$ cat src/rtl/mem_access_unit.sv
// MEM-stage front end for a big-endian, word-organised data memory.
// Handles sub-word load extraction, read-modify-write sub-word stores and access faults.
module mem_access_unit #(
  parameter int unsigned MEM_BYTES = 1024
) (
  input  logic        clk,
  input  logic        reset,
  input  logic        req_read,
  input  logic        req_write,
  input  logic [1:0]  req_size,
  input  logic        req_unsigned,
  input  logic [31:0] req_addr,
  input  logic [31:0] req_wdata,
  input  logic [31:0] dm_read_data,
  output logic        dm_mem_read,
  output logic        dm_mem_write,
  output logic [31:0] dm_address,
  output logic [31:0] dm_write_data,
  output logic [31:0] load_data,
  output logic        stall,
  output logic        fault
);

  typedef enum logic {IDLE, RMW_WR} state_t;

  localparam logic [1:0]  SIZE_BYTE = 2'b00;
  localparam logic [1:0]  SIZE_HALF = 2'b01;
  localparam logic [1:0]  SIZE_WORD = 2'b10;
  localparam logic [31:0] MAX_BASE  = 32'(MEM_BYTES - 4);

  state_t      state_q, state_d;
  logic [31:0] merge_q, merge_d;
  logic [31:0] base_q, base_d;

  logic [31:0] word_base;
  logic [4:0]  byte_shift;
  logic [4:0]  half_shift;
  logic [7:0]  lane_byte;
  logic [15:0] lane_half;
  logic        active;
  logic        bad;

  // Big-endian lanes: offset 0 is the most significant byte, so shift = (3 - offset) * 8.
  assign word_base  = {req_addr[31:2], 2'b00};
  assign byte_shift = {~req_addr[1:0], 3'b000};
  assign half_shift = {~req_addr[1], 4'b0000};
  assign lane_byte  = 8'(dm_read_data >> byte_shift);
  assign lane_half  = 16'(dm_read_data >> half_shift);
  assign active     = req_read | req_write;

  assign bad = (req_read && req_write)
            || (req_size == 2'b11)
            || (req_size == SIZE_HALF && req_addr[0])
            || (req_size == SIZE_WORD && req_addr[1:0] != 2'b00)
            || (word_base > MAX_BASE);

  always_comb begin
    // NOTE: every output and next-state value gets a default first so no path infers a latch.
    state_d       = state_q;
    merge_d       = merge_q;
    base_d        = base_q;
    dm_mem_read   = 1'b0;
    dm_mem_write  = 1'b0;
    dm_address    = word_base;
    dm_write_data = 32'h0;
    load_data     = 32'h0;
    stall         = 1'b0;
    fault         = 1'b0;

    unique case (state_q)
      IDLE: begin
        if (active) begin
          if (bad) begin
            fault = 1'b1;
          end else if (req_read) begin
            dm_mem_read = 1'b1;
            unique case (req_size)
              SIZE_BYTE: load_data = req_unsigned ? {24'h0, lane_byte}
                                                  : {{24{lane_byte[7]}}, lane_byte};
              SIZE_HALF: load_data = req_unsigned ? {16'h0, lane_half}
                                                  : {{16{lane_half[15]}}, lane_half};
              default:   load_data = dm_read_data;
            endcase
          end else if (req_size == SIZE_WORD) begin
            dm_mem_write  = 1'b1;
            dm_write_data = req_wdata;
          end else begin
            // Sub-word store: read the current word now, write the merged word next cycle.
            dm_mem_read = 1'b1;
            stall       = 1'b1;
            base_d      = word_base;
            state_d     = RMW_WR;
            if (req_size == SIZE_BYTE)
              merge_d = (dm_read_data & ~(32'h0000_00FF << byte_shift))
                      | (32'(req_wdata[7:0]) << byte_shift);
            else
              merge_d = (dm_read_data & ~(32'h0000_FFFF << half_shift))
                      | (32'(req_wdata[15:0]) << half_shift);
          end
        end
      end
      RMW_WR: begin
        dm_mem_write  = 1'b1;
        dm_address    = base_q;
        dm_write_data = merge_q;
        state_d       = IDLE;
      end
      default: state_d = IDLE;
    endcase

    // Reset silences every output, which also drops a pending RMW write.
    if (reset) begin
      dm_mem_read   = 1'b0;
      dm_mem_write  = 1'b0;
      dm_address    = 32'h0;
      dm_write_data = 32'h0;
      load_data     = 32'h0;
      stall         = 1'b0;
      fault         = 1'b0;
    end
  end

  // NOTE: sequential state uses non-blocking assignments so all registers update together.
  always_ff @(posedge clk) begin
    if (reset) begin
      state_q <= IDLE;
      merge_q <= 32'h0;
      base_q  <= 32'h0;
    end else begin
      state_q <= state_d;
      merge_q <= merge_d;
      base_q  <= base_d;
    end
  end

endmodule

$ cat config.mk
export PLATFORM = sky130hd
export DESIGN_NAME = mem_access_unit
export DESIGN_NICKNAME = d
export VERILOG_FILES = /design/src/rtl/mem_access_unit.sv
export SDC_FILE = /design/constraint.sdc
export NUM_CORES = 1
export LEC_CHECK = 0
export ABC_CLOCK_PERIOD_IN_PS = 6350
export CAP_MARGIN = 20
export CORE_ASPECT_RATIO = 0.6
export CORE_MARGIN = 2
export CORE_UTILIZATION = 46
export DETAILED_ROUTE_END_ITERATION = 12
export MAX_ROUTING_LAYER = met4
export PLACE_DENSITY = 0.84
export SLEW_MARGIN = 20
export SYNTH_ARGS = -nofsm -noshare
export SYNTH_HDL_FRONTEND = slang
export SYNTH_SLANG_ARGS = --single-unit
export TNS_END_PERCENT = 10
$ cat constraint.sdc
create_clock -name clk -period 6.35 [get_ports clk]
set_input_delay 1.5875 -clock clk [delete_from_list [all_inputs] [get_ports clk]]
set_output_delay 1.5875 -clock clk [all_outputs]
set_load 0.02 [all_outputs]
# Yosys cells after proc, flatten, opt, wreduce, memory -nomap -nowiden
# Cells that the tools add are included.
# Widths: inputs -> output; s select.
# word_totals
ff_bits,63
output_inout_bits,100
wordCells,75
# classes
shift,6
n_eq_ne,3
n_reduce_logical,10
muxes,39
n_bitwise,13
order_cmp,1
# ops
operator,n
$mux 32,15
$pmux 32 s2,2
$and 32x32->32,2
$not 32->32,2
$or 32x32->32,2
$gt 32x10->1 const B,1
$shl 16x5->32,1
$shl 16x5->32 const A,1
$shl 8x5->32,1
$shl 8x5->32 const A,1
$shr 32x5->16,1
$shr 32x5->8,1
$mux 1,20
$not 1->1,5
$reduce_and 5->1,1
$eq 2x2->1 const B,2
$logic_or 1x1->1,4
$pmux 1 s2,2
$logic_and 1x1->1,3
$eq 2x1->1 const B,1
$logic_not 2->1,1
$not 2->2,1
$reduce_bool 2->1,1
$or 1x1->1,1

# Depth between registers and ports, before layout
# logic_depth
ltp_word,9
mapped_depth,7

# Worst setup path after synthesis
# Ideal clock, no wire load.
# synth_timing
path_kind,in2out
startpoint,in req_addr[0]
endpoint,out load_data[17]
stages,7
slack_ns,1.614
arrival_time_ns,3.148
cell_sequence,buf_2 -> nor3_1 -> o311a_4 -> buf_6 -> nand4_1 -> buf_2 -> a211oi_1
# synth_between
elab_chain_len,9
elab_cells_between_ends,15
# synth_lines
element,line_no,source
start: declaration,12,"input logic [31:0] req_addr,"
$not 2->2,45,"assign byte_shift = {~req_addr[1:0], 3'b000};"
$shr 32x5->8,47,assign lane_byte = 8'(dm_read_data >> byte_shift);
$mux 32,78,"SIZE_BYTE: load_data = req_unsigned ? {24'h0, lane_byte}"
$pmux 32 s2,77,unique case (req_size)
$mux 32,75,end else if (req_read) begin
$mux 32 *,73,if (bad) begin
$mux 32 *,72,if (active) begin
$mux 32 *,70,unique case (state_q)
$mux 32 *,112,if (reset) begin
end: declaration,19,"output logic [31:0] load_data,"
# Every way passes the cells marked *; elsewhere a longest branch is shown, timed or not.

# Worst setup path in the final report
# layout_timing
startpoint,in req_read
endpoint,out load_data[16]
# layout_between
elab_chain_len,9
elab_cells_between_ends,11
# layout_lines
element,line_no,source
start: declaration,8,"input logic req_read,"
$logic_and 1x1->1,51,assign bad = (req_read && req_write)
$logic_or 1x1->1,52,|| (req_size == 2'b11)
$logic_or 1x1->1,53,|| (req_size == SIZE_HALF && req_addr[0])
$logic_or 1x1->1,54,|| (req_size == SIZE_WORD && req_addr[1:0] != 2'b00)
$logic_or 1x1->1,55,|| (word_base > MAX_BASE);
$mux 32,73,
$mux 32 *,72,
$mux 32 *,70,
$mux 32 *,112,
# Marked as above.

==> qor.yml <==
cap_violations: 0
final_common_cell: "clkdlybuf4s50_1"
crit_chain: "clkdlybuf4s50_1 -> a211oi_1 -> o311a_4 -> nand4_1 -> buf_4 -> a211oi_1 -> clkdlybuf4s50_1"
ys_warn_count: 0
synthTopCellsByArea: "dfxtp_1, mux2i_1, a21oi_1"
antenna_found_initial: 0
cts-root-buf: "clkbuf_16"
syn_inst: 542
period_needed_ns: 6.06
die_width_um: 132
critPathSlowestCell: "clkdlybuf4s50_1"
drt_first_pass_iters: 5
rrSetupSlack_ns: 3.68
max_freq_ghz: 0.165
slew_viol_final: 0
vias_per_cell: 5.99
async_flop_share_pct: 0
syn_area_sq_um: 4510
critPathLaunchType: "input pin"
min_period_over_period_pct: 95.4
rr_worst_depth: 4
synth.avg_cell_area_sq_um: 8.33
grt_max_degree: 66
cts-htree-levels: 3
critPathMaxStageDelay_ns: 0.66
ys_types: 48
vdd_drop_max_mv: 0.151
final_core_util_pct: 72.5
cp-end-kind: "primary output"
fin_skew_ns: 0.00368
grt_util_all_layers_pct: 33.1
powerDensity_nw_per_um2: 161
ys.flop_type: "dfxtp_1"
leakage_nw: 2.40
synth_seq_cells: 63
synth_edf_count: 0
synth_top_area_share_pct: 27.9
gr-total-overflow: 0
finalHoldViolations: 0
core_sq_um: 9360
critPathMaxFanout: 31
rsz0062_at_grt: "false"
timing.rr.start: "state_q"
cts_buffers: 9
worstPathRequired_ns: 4.76
worstHoldStart: "base_q[10]"
yosys.area.top_type: "dfxtp_1"
status: "finished clean"
cp.arrival_ns: 4.47
placed_area_sq_um: 6510
holdPathEnd: "base_q[10]"
cts_tree: "yes"
cts_setup_buffers: 0
hold_path.class: "reg -> reg"
drc: 0
finalSetupViolCount: 0
final_cell_mix: "clkdlybuf4s50_1, mux2i_1, dfxtp_1"
r2r_end: "merge_q[3]"
gp_congestion: 1.00
drive_above_1_share_pct: 8.51
vias: 5077
drt-total-wl_mm: 17.4
syn_to_final_growth_pct: 50.3
path_class: "in -> out"
dp_hpwl_mm: 13.0
start_util_pct: 48.2
clk_path_buf_depth: 2
timing.slew.headroom_pct: 24.4
fin_setup_tns_ns: 0
worstHoldPathCells: 1
worstMarginPinSlew_ns: 1.13
nets: 815
first_iter_violations: 501
final_cell_area_sq_um: 6780
cts_hold_buf: 0
ant_nets: 0
clock_latency_ns: 0.33
diodes: 0
die_y_um: 80.7
placementRows: 27
cts.clk_slew.worst_paths_ns: 0.05
dieArea_sq_um: 10600
first_global_vias: 4893
grt_pass1_wl_mm: 26.7
cts_resized: 0
seq_area_frac_synth_pct: 27.9
wl_per_cell_um: 20.5
io_buffers: 200
pin_count: 203
cts.sinks: 63
[cell type report]
class	instances	area [sq um]
multi-input combinational	404	2890
fill	752	2570
timing repair buffer	217	2120
sequential	63	1260
clock buffer	11	243
tap	130	163
inverter	17	63.8
clock inverter	5	32.5
[worst max-delay path, delay by kind of cell]
kind,cells,cell delay (ns)
buffers and inverters,3,1.51
AO/OA/AOI/OAI,3,1.22
AND/OR/NAND/NOR,1,0.15
[logic make-up (layout without fill, tap and decap cells)]
logic type / after synthesis / count (layout) / synth area share (%)
muxes: 97 / 97 / 22.1
other: 1 / 2 / 0.0831
AOI/OAI and AO/OA: 157 / 157 / 24.5
buffers and inverters: 76 / 250 / 8.26
DFF: 63 / 63 / 27.9
and+or+nand+nor: 148 / 148 / 17.1
[how the worst max path moves through the flow]
stage / from / to / cells past startpoint
3_5_place_dp: req_read / load_data[27] / 7
5_1_grt: req_read / load_data[18] / 7
6_report: req_read / load_data[16] / 7
2_1_floorplan: req_addr[0] / load_data[17] / 7
3_3_place_gp: req_read / load_data[27] / 7
4_1_cts: req_read / load_data[16] / 7
[metrics by stage]
stage	cells	hold WS (ns)	setup WS, ns	power (W)
floorplan	543	0.430	1.61	0.000511
global placement	831	0.442	0.537	0.000631
detailed placement	831	0.446	0.469	0.000635
CTS	847	0.461	0.441	0.00109
global route	847	0.481	0.281	0.00113
finish	847	0.460	0.290	0.00109
[synthesized netlist by cell type, types with 3 or more instances]
master and number:
a211oi_1 15, a21oi_1 49, a22oi_1 7, a311oi_1 16
a31o_2 8, a31oi_1 18, and2_1 23, buf_1 4
buf_2 22, buf_4 6, buf_6 5, clkbuf_1 22
dfxtp_1 63, inv_1 16, mux2_2 10, mux2i_1 86
nand2_1 29, nand2b_1 7, nand3_1 10, nor2_1 36
nor2b_1 12, nor3_1 11, nor3b_1 3, nor4_1 5
o21ai_0 8, o221ai_1 16, o22a_1 8, o2bb2ai_1 6
[report_power, final]
group / leakage, nW / internal [W] / switching, W / total [W]
sequential: 0.508 / 0.000395 / 0.0000000000107 / 0.000395
clock: 0.136 / 0.000274 / 0.000187 / 0.000461
combinational: 1.75 / 0.000115 / 0.000122 / 0.000237
total: 2.40 / 0.000784 / 0.000308 / 0.00109
[registers in the layout, summed over array words and instances (netlist names)]
| signal | flops |
|---|---|
| base_q | 30 |
| merge_q | 32 |
| state_q | 1 |
[per-layer routing]
layer	global-route usage (%)	share of wire, %
met5	-	0
met4	8.04	1.3
met3	8.27	10
met2	50.2	43
met1	44.3	45
Power figures use the tool's default switching activity.
